<file path="src/rtl/iir_pkg.sv">
// Shared types and constants for the time-shared 2nd-order IIR sequencer.
// State encoding, tap index type and the default coefficient set live here.
package iir_pkg;

    localparam int IIR_DATA_W = 32;

    // Default coefficients: y = B0*x0 + B1*x1 + B2*x2 - A1*y1 - A2*y2
    localparam int IIR_B0 = 6;
    localparam int IIR_B1 = 1;
    localparam int IIR_B2 = 2;
    localparam int IIR_A1 = 4;
    localparam int IIR_A2 = 3;

    typedef enum logic [1:0] {
        S_IDLE = 2'd0,
        S_MAC  = 2'd1,
        S_OUT  = 2'd2
    } state_t;

    typedef logic [2:0] tap_t;

    localparam tap_t LAST_TAP = 3'd4;

    // Taps 3 and 4 are the feedback terms and are subtracted from the accumulator.
    function automatic logic tap_is_feedback(input tap_t tap);
        return (tap >= 3'd3);
    endfunction

endpackage

</file>
<file path="src/rtl/iir_mac_sched_if.sv">
// Sample stream bus: x_in enters on a valid/ready pair, y_out leaves on another.
// A transfer happens on a rising edge where valid and ready are both high; the
// sender holds valid and data stable until that edge and never retracts valid.
interface iir_mac_sched_if #(
    parameter int DATA_W = iir_pkg::IIR_DATA_W
);
    logic              in_valid;
    logic              in_ready;
    logic [DATA_W-1:0] x_in;
    logic              out_valid;
    logic              out_ready;
    logic [DATA_W-1:0] y_out;

    modport slave (
        input  in_valid,
        input  x_in,
        input  out_ready,
        output in_ready,
        output out_valid,
        output y_out
    );

    modport master (
        output in_valid,
        output x_in,
        output out_ready,
        input  in_ready,
        input  out_valid,
        input  y_out
    );
endinterface

</file>
<file path="src/rtl/iir_mac.sv">
// Single multiplier with a registered accumulator; one product folded in per enabled cycle.
// o_acc_nxt exposes the value the accumulator will take so the final sum is usable on its last edge.
module iir_mac #(
    parameter int DATA_W = iir_pkg::IIR_DATA_W
) (
    input  logic              clk,
    input  logic              reset,
    input  logic              i_clear,
    input  logic              i_en,
    input  logic              i_sub,
    input  logic [DATA_W-1:0] i_coef,
    input  logic [DATA_W-1:0] i_data,
    output logic [DATA_W-1:0] o_acc,
    output logic [DATA_W-1:0] o_acc_nxt
);

    logic [DATA_W-1:0] r_acc;
    logic [DATA_W-1:0] w_prod;
    logic [DATA_W-1:0] w_acc_nxt;

    // The low DATA_W bits of a product are identical for signed and unsigned
    // operands, so a DATA_W-wide multiply gives the truncated signed result.
    assign w_prod    = i_coef * i_data;
    assign w_acc_nxt = i_sub ? (r_acc - w_prod) : (r_acc + w_prod);

    always_ff @(posedge clk or negedge reset) begin
        if (!reset) begin
            r_acc <= '0;
        end else if (i_clear) begin
            r_acc <= '0;
        end else if (i_en) begin
            r_acc <= w_acc_nxt;
        end
    end

    assign o_acc     = r_acc;
    assign o_acc_nxt = w_acc_nxt;

endmodule

</file>
<file path="src/rtl/iir_mac_sched.sv">
// Direct-form-I biquad sequencer: accepts one sample, runs five taps through a
// shared multiplier, updates the x/y history and presents y_out until taken.
module iir_mac_sched
    import iir_pkg::*;
#(
    parameter int DATA_W = IIR_DATA_W,
    parameter int B0     = IIR_B0,
    parameter int B1     = IIR_B1,
    parameter int B2     = IIR_B2,
    parameter int A1     = IIR_A1,
    parameter int A2     = IIR_A2
) (
    input  logic                  clk,
    input  logic                  reset,
    input  logic                  clr,
    iir_mac_sched_if.slave        bus,
    output logic                  busy,
    output state_t                dbg_state
);

    state_t            r_state;
    state_t            w_state_nxt;
    tap_t              r_tap;
    logic [DATA_W-1:0] r_xc;
    logic [DATA_W-1:0] r_x1;
    logic [DATA_W-1:0] r_x2;
    logic [DATA_W-1:0] r_y1;
    logic [DATA_W-1:0] r_y2;
    logic [DATA_W-1:0] r_y_out;
    logic              r_out_valid;

    logic              w_accept;
    logic              w_mac_en;
    logic              w_mac_last;
    logic              w_mac_clear;
    logic              w_sub;
    logic [DATA_W-1:0] w_coef;
    logic [DATA_W-1:0] w_data;
    logic [DATA_W-1:0] w_acc;
    logic [DATA_W-1:0] w_acc_nxt;

    // clr wins over the input handshake, so ready is withdrawn while it is high.
    assign bus.in_ready  = (r_state == S_IDLE) && !clr;
    assign bus.out_valid = r_out_valid;
    assign bus.y_out     = r_y_out;
    assign busy          = (r_state != S_IDLE);
    assign dbg_state     = r_state;

    always_comb begin
        w_state_nxt = r_state;
        w_accept    = 1'b0;
        w_mac_en    = 1'b0;
        w_mac_last  = 1'b0;
        case (r_state)
            S_IDLE: begin
                if (bus.in_valid && !clr) begin
                    w_accept    = 1'b1;
                    w_state_nxt = S_MAC;
                end
            end
            S_MAC: begin
                w_mac_en = 1'b1;
                if (r_tap == LAST_TAP) begin
                    w_mac_last  = 1'b1;
                    w_state_nxt = S_OUT;
                end
            end
            S_OUT: begin
                if (bus.out_ready) begin
                    w_state_nxt = S_IDLE;
                end
            end
            default: w_state_nxt = S_IDLE;
        endcase
        if (clr) begin
            w_state_nxt = S_IDLE;
            w_mac_en    = 1'b0;
            w_mac_last  = 1'b0;
        end
    end

    always_ff @(posedge clk or negedge reset) begin
        if (!reset) begin
            r_state <= S_IDLE;
        end else begin
            r_state <= w_state_nxt;
        end
    end

    // Operand select: tap index picks one coefficient/history pair per cycle.
    always_comb begin
        w_coef = '0;
        w_data = '0;
        w_sub  = tap_is_feedback(r_tap);
        case (r_tap)
            3'd0: begin w_coef = DATA_W'(B0); w_data = r_xc; end
            3'd1: begin w_coef = DATA_W'(B1); w_data = r_x1; end
            3'd2: begin w_coef = DATA_W'(B2); w_data = r_x2; end
            3'd3: begin w_coef = DATA_W'(A1); w_data = r_y1; end
            3'd4: begin w_coef = DATA_W'(A2); w_data = r_y2; end
            default: begin w_coef = '0; w_data = '0; end
        endcase
    end

    assign w_mac_clear = clr || w_accept;

    iir_mac #(
        .DATA_W (DATA_W)
    ) u_mac (
        .clk       (clk),
        .reset     (reset),
        .i_clear   (w_mac_clear),
        .i_en      (w_mac_en),
        .i_sub     (w_sub),
        .i_coef    (w_coef),
        .i_data    (w_data),
        .o_acc     (w_acc),
        .o_acc_nxt (w_acc_nxt)
    );

    always_ff @(posedge clk or negedge reset) begin
        if (!reset) begin
            r_tap       <= '0;
            r_xc        <= '0;
            r_x1        <= '0;
            r_x2        <= '0;
            r_y1        <= '0;
            r_y2        <= '0;
            r_y_out     <= '0;
            r_out_valid <= 1'b0;
        end else if (clr) begin
            r_tap       <= '0;
            r_x1        <= '0;
            r_x2        <= '0;
            r_y1        <= '0;
            r_y2        <= '0;
            r_out_valid <= 1'b0;
        end else begin
            if (w_accept) begin
                r_xc  <= bus.x_in;
                r_tap <= '0;
            end
            if (w_mac_en) begin
                r_tap <= r_tap + 3'd1;
            end
            // Final tap: publish the completed sum and shift it into the history.
            if (w_mac_last) begin
                r_tap       <= '0;
                r_y_out     <= w_acc_nxt;
                r_out_valid <= 1'b1;
                r_x2        <= r_x1;
                r_x1        <= r_xc;
                r_y2        <= r_y1;
                r_y1        <= w_acc_nxt;
            end
            if ((r_state == S_OUT) && bus.out_ready) begin
                r_out_valid <= 1'b0;
            end
        end
    end

    // Registered accumulator is observed through o_acc_nxt on the last tap only.
    logic w_acc_unused;
    assign w_acc_unused = ^w_acc;

endmodule

</file>
<file path="src/flat_wrapper.sv">
// flat-port wrapper written by rule: the top's interface ports become plain ports
module iir_mac_sched_flat import iir_pkg::*;
#(
    parameter int DATA_W = IIR_DATA_W,
    parameter int B0     = IIR_B0,
    parameter int B1     = IIR_B1,
    parameter int B2     = IIR_B2,
    parameter int A1     = IIR_A1,
    parameter int A2     = IIR_A2
)
  (clk, reset, clr, busy, dbg_state, bus_in_valid, bus_x_in, bus_out_ready, bus_in_ready, bus_out_valid, bus_y_out);
  iir_mac_sched_if #(.DATA_W(DATA_W)) bus_i ();
  input  logic clk;
  input  logic reset;
  input  logic clr;
  output logic busy;
  output state_t dbg_state;
  input wire logic [$bits(bus_i.in_valid)-1:0] bus_in_valid;
  input wire logic [$bits(bus_i.x_in)-1:0] bus_x_in;
  input wire logic [$bits(bus_i.out_ready)-1:0] bus_out_ready;
  output wire logic [$bits(bus_i.in_ready)-1:0] bus_in_ready;
  output wire logic [$bits(bus_i.out_valid)-1:0] bus_out_valid;
  output wire logic [$bits(bus_i.y_out)-1:0] bus_y_out;
  assign bus_i.in_valid = bus_in_valid;
  assign bus_i.x_in = bus_x_in;
  assign bus_i.out_ready = bus_out_ready;
  assign bus_in_ready = bus_i.in_ready;
  assign bus_out_valid = bus_i.out_valid;
  assign bus_y_out = bus_i.y_out;
  iir_mac_sched #(.DATA_W(DATA_W), .B0(B0), .B1(B1), .B2(B2), .A1(A1), .A2(A2)) u_core (.clk(clk), .reset(reset), .clr(clr), .bus(bus_i), .busy(busy), .dbg_state(dbg_state));
endmodule
</file>
<file path="config.mk">
export PLATFORM = sky130hd
export DESIGN_NAME = iir_mac_sched_flat
export DESIGN_NICKNAME = d
export VERILOG_FILES = /design/src/rtl/iir_pkg.sv /design/src/rtl/iir_mac_sched_if.sv /design/src/rtl/iir_mac.sv /design/src/rtl/iir_mac_sched.sv /design/src/flat_wrapper.sv
export SDC_FILE = /design/constraint.sdc
export NUM_CORES = 1
export LEC_CHECK = 0
export CAP_MARGIN = 25
export CORE_MARGIN = 2
export CORE_UTILIZATION = 53
export CTS_CLUSTER_SIZE = 30
export DETAILED_ROUTE_END_ITERATION = 16
export PLACE_DENSITY = 0.75
export SYNTH_ARGS = -nofsm -noshare
export SYNTH_HDL_FRONTEND = slang
export SYNTH_HIERARCHICAL = 1
export SYNTH_SLANG_ARGS = --single-unit
</file>
<file path="constraint.sdc">
create_clock -name clk -period 23 [get_ports clk]
set_clock_uncertainty 0.1 [all_clocks]
set_input_delay 4.6 -clock clk [delete_from_list [all_inputs] [get_ports clk]]
set_output_delay 4.6 -clock clk [all_outputs]
set_load 0.02 [all_outputs]
</file>
==> flow_metrics.env <==
export IMPL_insertion_delay_ns=0.51
export IMPL_synthDominantCellAreaShare_pct=29.3
export IMPL_synth_seq_area_share_pct=20.6
export IMPL_whs_ns=0.403
export IMPL_crit_path_frequent_cell="ha_1"
export IMPL_min_period_over_period_pct=49.7
export IMPL_die_h_microns=234
export IMPL_required_ns=23.30
export IMPL_post_cts_buffers=0
export IMPL_yosysWarningCount=6
export IMPL_initial_core_util_pct=53.5
export IMPL_ctsResizeCount=0
export IMPL_numCtsBuffers=20
export IMPL_cts_hold_buf=0
export IMPL_setup_viol=0
export IMPL_drc=0
export IMPL_synth_ff_type="dfrtp_1"
export IMPL_start_kind="flip-flop"
export IMPL_nFillCells=4472
export IMPL_hold_depth=1
export IMPL_cp_end_kind="flip-flop"
export IMPL_crit_path_max_fanout=38
export IMPL_multi_input_area_sq_um=20200
export IMPL_numPortBuffers=73
export IMPL_die_w_microns=234
export IMPL_crit_slowest_cell="nand2_1"
export IMPL_ys_async_sr_fraction_pct=100
export IMPL_synth_top_area_cell="fa_1"
export IMPL_syn_to_final_growth_pct=7.58
export IMPL_drt_iter0_markers=1715
export IMPL_grt_usage_pct=27.9
export IMPL_core_rowCount=84
export IMPL_grt_ovfl_total=0
export IMPL_drv_slew=0
export IMPL_ant_nets=0
export IMPL_cts_htree_levels=1
export IMPL_synthTopCellsByCount="inv_1 (439), fa_1 (409), nand2_1 (361), and2_1 (263), dfrtp_1 (230)"
export IMPL_hold_violations=0
export IMPL_synth_area_top_cells="fa_1 (29%), dfrtp_1 (21%), ha_1 (7.2%), inv_1 (5.9%), and2_1 (5.9%)"
export IMPL_netlist_area_sq_um=28000
export IMPL_status="finished, final reports clean"
export IMPL_reg2regPathDepth=37
export IMPL_slew_headroom_pct=32.0
export IMPL_place_congestion=0.931
export IMPL_hold_path_class="flip-flop to flip-flop"
export IMPL_grt_max_degree=107
export IMPL_max_stage_delay_ns=0.64
export IMPL_drv_cap=0
export IMPL_finalCriticalPeriod_ns=11.44
export IMPL_wirelength_microns=74300
export IMPL_drt_first_pass_iters=6
export IMPL_clk_pin_slew_ns=0.07
export IMPL_max_freq_ghz=0.0874
export IMPL_synth_enable_flop_cells=0
export IMPL_rsz0062_at_grt="false"
export IMPL_worst_slew_pin_slew_ns=1.02
export IMPL_drive_gt1_share_pct=6.46
export IMPL_clock_root_buffer="clkbuf_16"
export IMPL_synth_seq_cells=230
export IMPL_via_count=20700
export IMPL_io_pins=74
export IMPL_cts_sinks=230
export IMPL_fin_util_pct=57.5
export IMPL_syn_avg_cell_area_sq_um=9.83
export IMPL_fin_tns_setup_ns=0
export IMPL_cts_tree="yes"
export IMPL_arrival_ns=11.73
export IMPL_grt_pass1_wl_microns=119000
export IMPL_antenna_found_initial=1
export IMPL_synthCells=2846
export IMPL_final_net_count=3538
export IMPL_yosysMostFrequentCell="inv_1"
export IMPL_grt_pass1_vias=22000
export IMPL_core_area_sq_um=52300
export IMPL_ys_types=82
export IMPL_cts_max_path_buffers=3
export IMPL_seq_area_sq_um=5760
export IMPL_crit_type="flip-flop to flip-flop"
export IMPL_hpwl_microns=56300
export IMPL_wl_per_cell_microns=20.5
export IMPL_via_per_inst=5.70
export IMPL_dieArea_sq_um=54700
## cell families after synthesis
logic type | synth area share, %
XOR/XNOR | 4.49
adder cells (fa/ha/maj) | 36.4
AND/OR/NAND/NOR | 14.1
AO/OA/AOI/OAI | 10.3
buffers and inverters | 9.06
other | 0.0134
flip-flops | 20.6
multiplexers | 5.05
## final timing paths
kind,start,endpoint,slack (ns)
min in group asynchronous,reset,u_core/u_mac/o_acc[9]$_DFFE_PN0P_,3.99
worst max-delay path,u_core/r_tap[2]$_DFFE_PN0P_,u_core/bus.y_out[31]$_DFFE_PN0P_,11.56
max in group asynchronous,reset,u_core/r_xc[17]$_DFFE_PN0P_,16.86
worst max register to register,u_core/r_tap[2]$_DFFE_PN0P_,u_core/bus.y_out[31]$_DFFE_PN0P_,11.56
worst min register to register,u_core/r_y2[17]$_DFFE_PN0P_,u_core/r_y2[17]$_DFFE_PN0P_,0.40
worst min-delay path,u_core/r_y2[17]$_DFFE_PN0P_,u_core/r_y2[17]$_DFFE_PN0P_,0.40
## critical path, delay by kind of cell, from the launching register on
family,cells,cell delay [ns]
multiplexers,1,0.28
AND/OR/NAND/NOR,10,3.30
AO/OA/AOI/OAI,10,2.42
flip-flops,1,0.34
adder cells (fa/ha/maj),10,3.64
buffers and inverters,4,0.88
XOR/XNOR,2,0.37
## sequential cells by signal (all words and copies together), names as in the netlist
name,cells
u_core/bus.y_out,32
u_core/bus.out_valid,1
u_core/r_xc,32
u_core/r_x1,32
u_core/r_y2,32
u_core/u_mac/o_acc,32
u_core/r_tap,3
u_core/r_y1,32
u_core/r_x2,32
u_core/dbg_state,2
## cells in the final DEF (no fill, tap or decap), types with 68 or more instances in the layout
cell / Yosys / routed
fa_1: 409 / 409
nand2_1: 361 / 361
ha_1: 160 / 160
dfrtp_1: 230 / 230
a22o_1: 128 / 128
xnor2_1: 108 / 108
mux2_2: 96 / 96
and2_1: 263 / 263
clkdlybuf4s50_1: 0 / 72
inv_1: 439 / 439
nor2_1: 68 / 68
a21oi_1: 77 / 77
conb_1: 1 / 123
## per-layer routing
metal  wire length [microns]  part of all wire, %  track usage [%]  vias to the layer above
met1                   31000                   42             38.2                    10700
met2                   35500                   48             46.5                      767
met5                       0                    0                0                        -
met3                    5880                  7.9             4.96                      128
met4                    1840                  2.5             6.55                        0
li1                        -                    -                -                     9112
## metrics by stage
| step | worst slack [ns] | cell area (sq um) | std cells |
|---|---|---|---|
| final | 11.56 | 30100 | 3632 |
| after global routing | 11.13 | 30100 | 3629 |
| after floorplan | 13.21 | 28400 | 2968 |
| after CTS | 11.73 | 30100 | 3627 |
| after global placement | 12.14 | 29400 | 3596 |
| after detailed placement | 11.82 | 29400 | 3596 |
## layout make-up
| class | instances | area share [%] |
|---|---|---|
| multi-input cells | 2132 | 67.0 |
| clock buffers | 28 | 2.00 |
| flip-flops and latches | 230 | 19.1 |
| well taps | 688 | 2.86 |
| repair buffers | 109 | 3.45 |
| clock inverters | 3 | 0.0665 |
| diodes | 3 | 0.0249 |
| inverters | 439 | 5.47 |
Power is not shown: default switching activity piles up to over one toggle a cycle in this logic, so the estimate is an artifact.
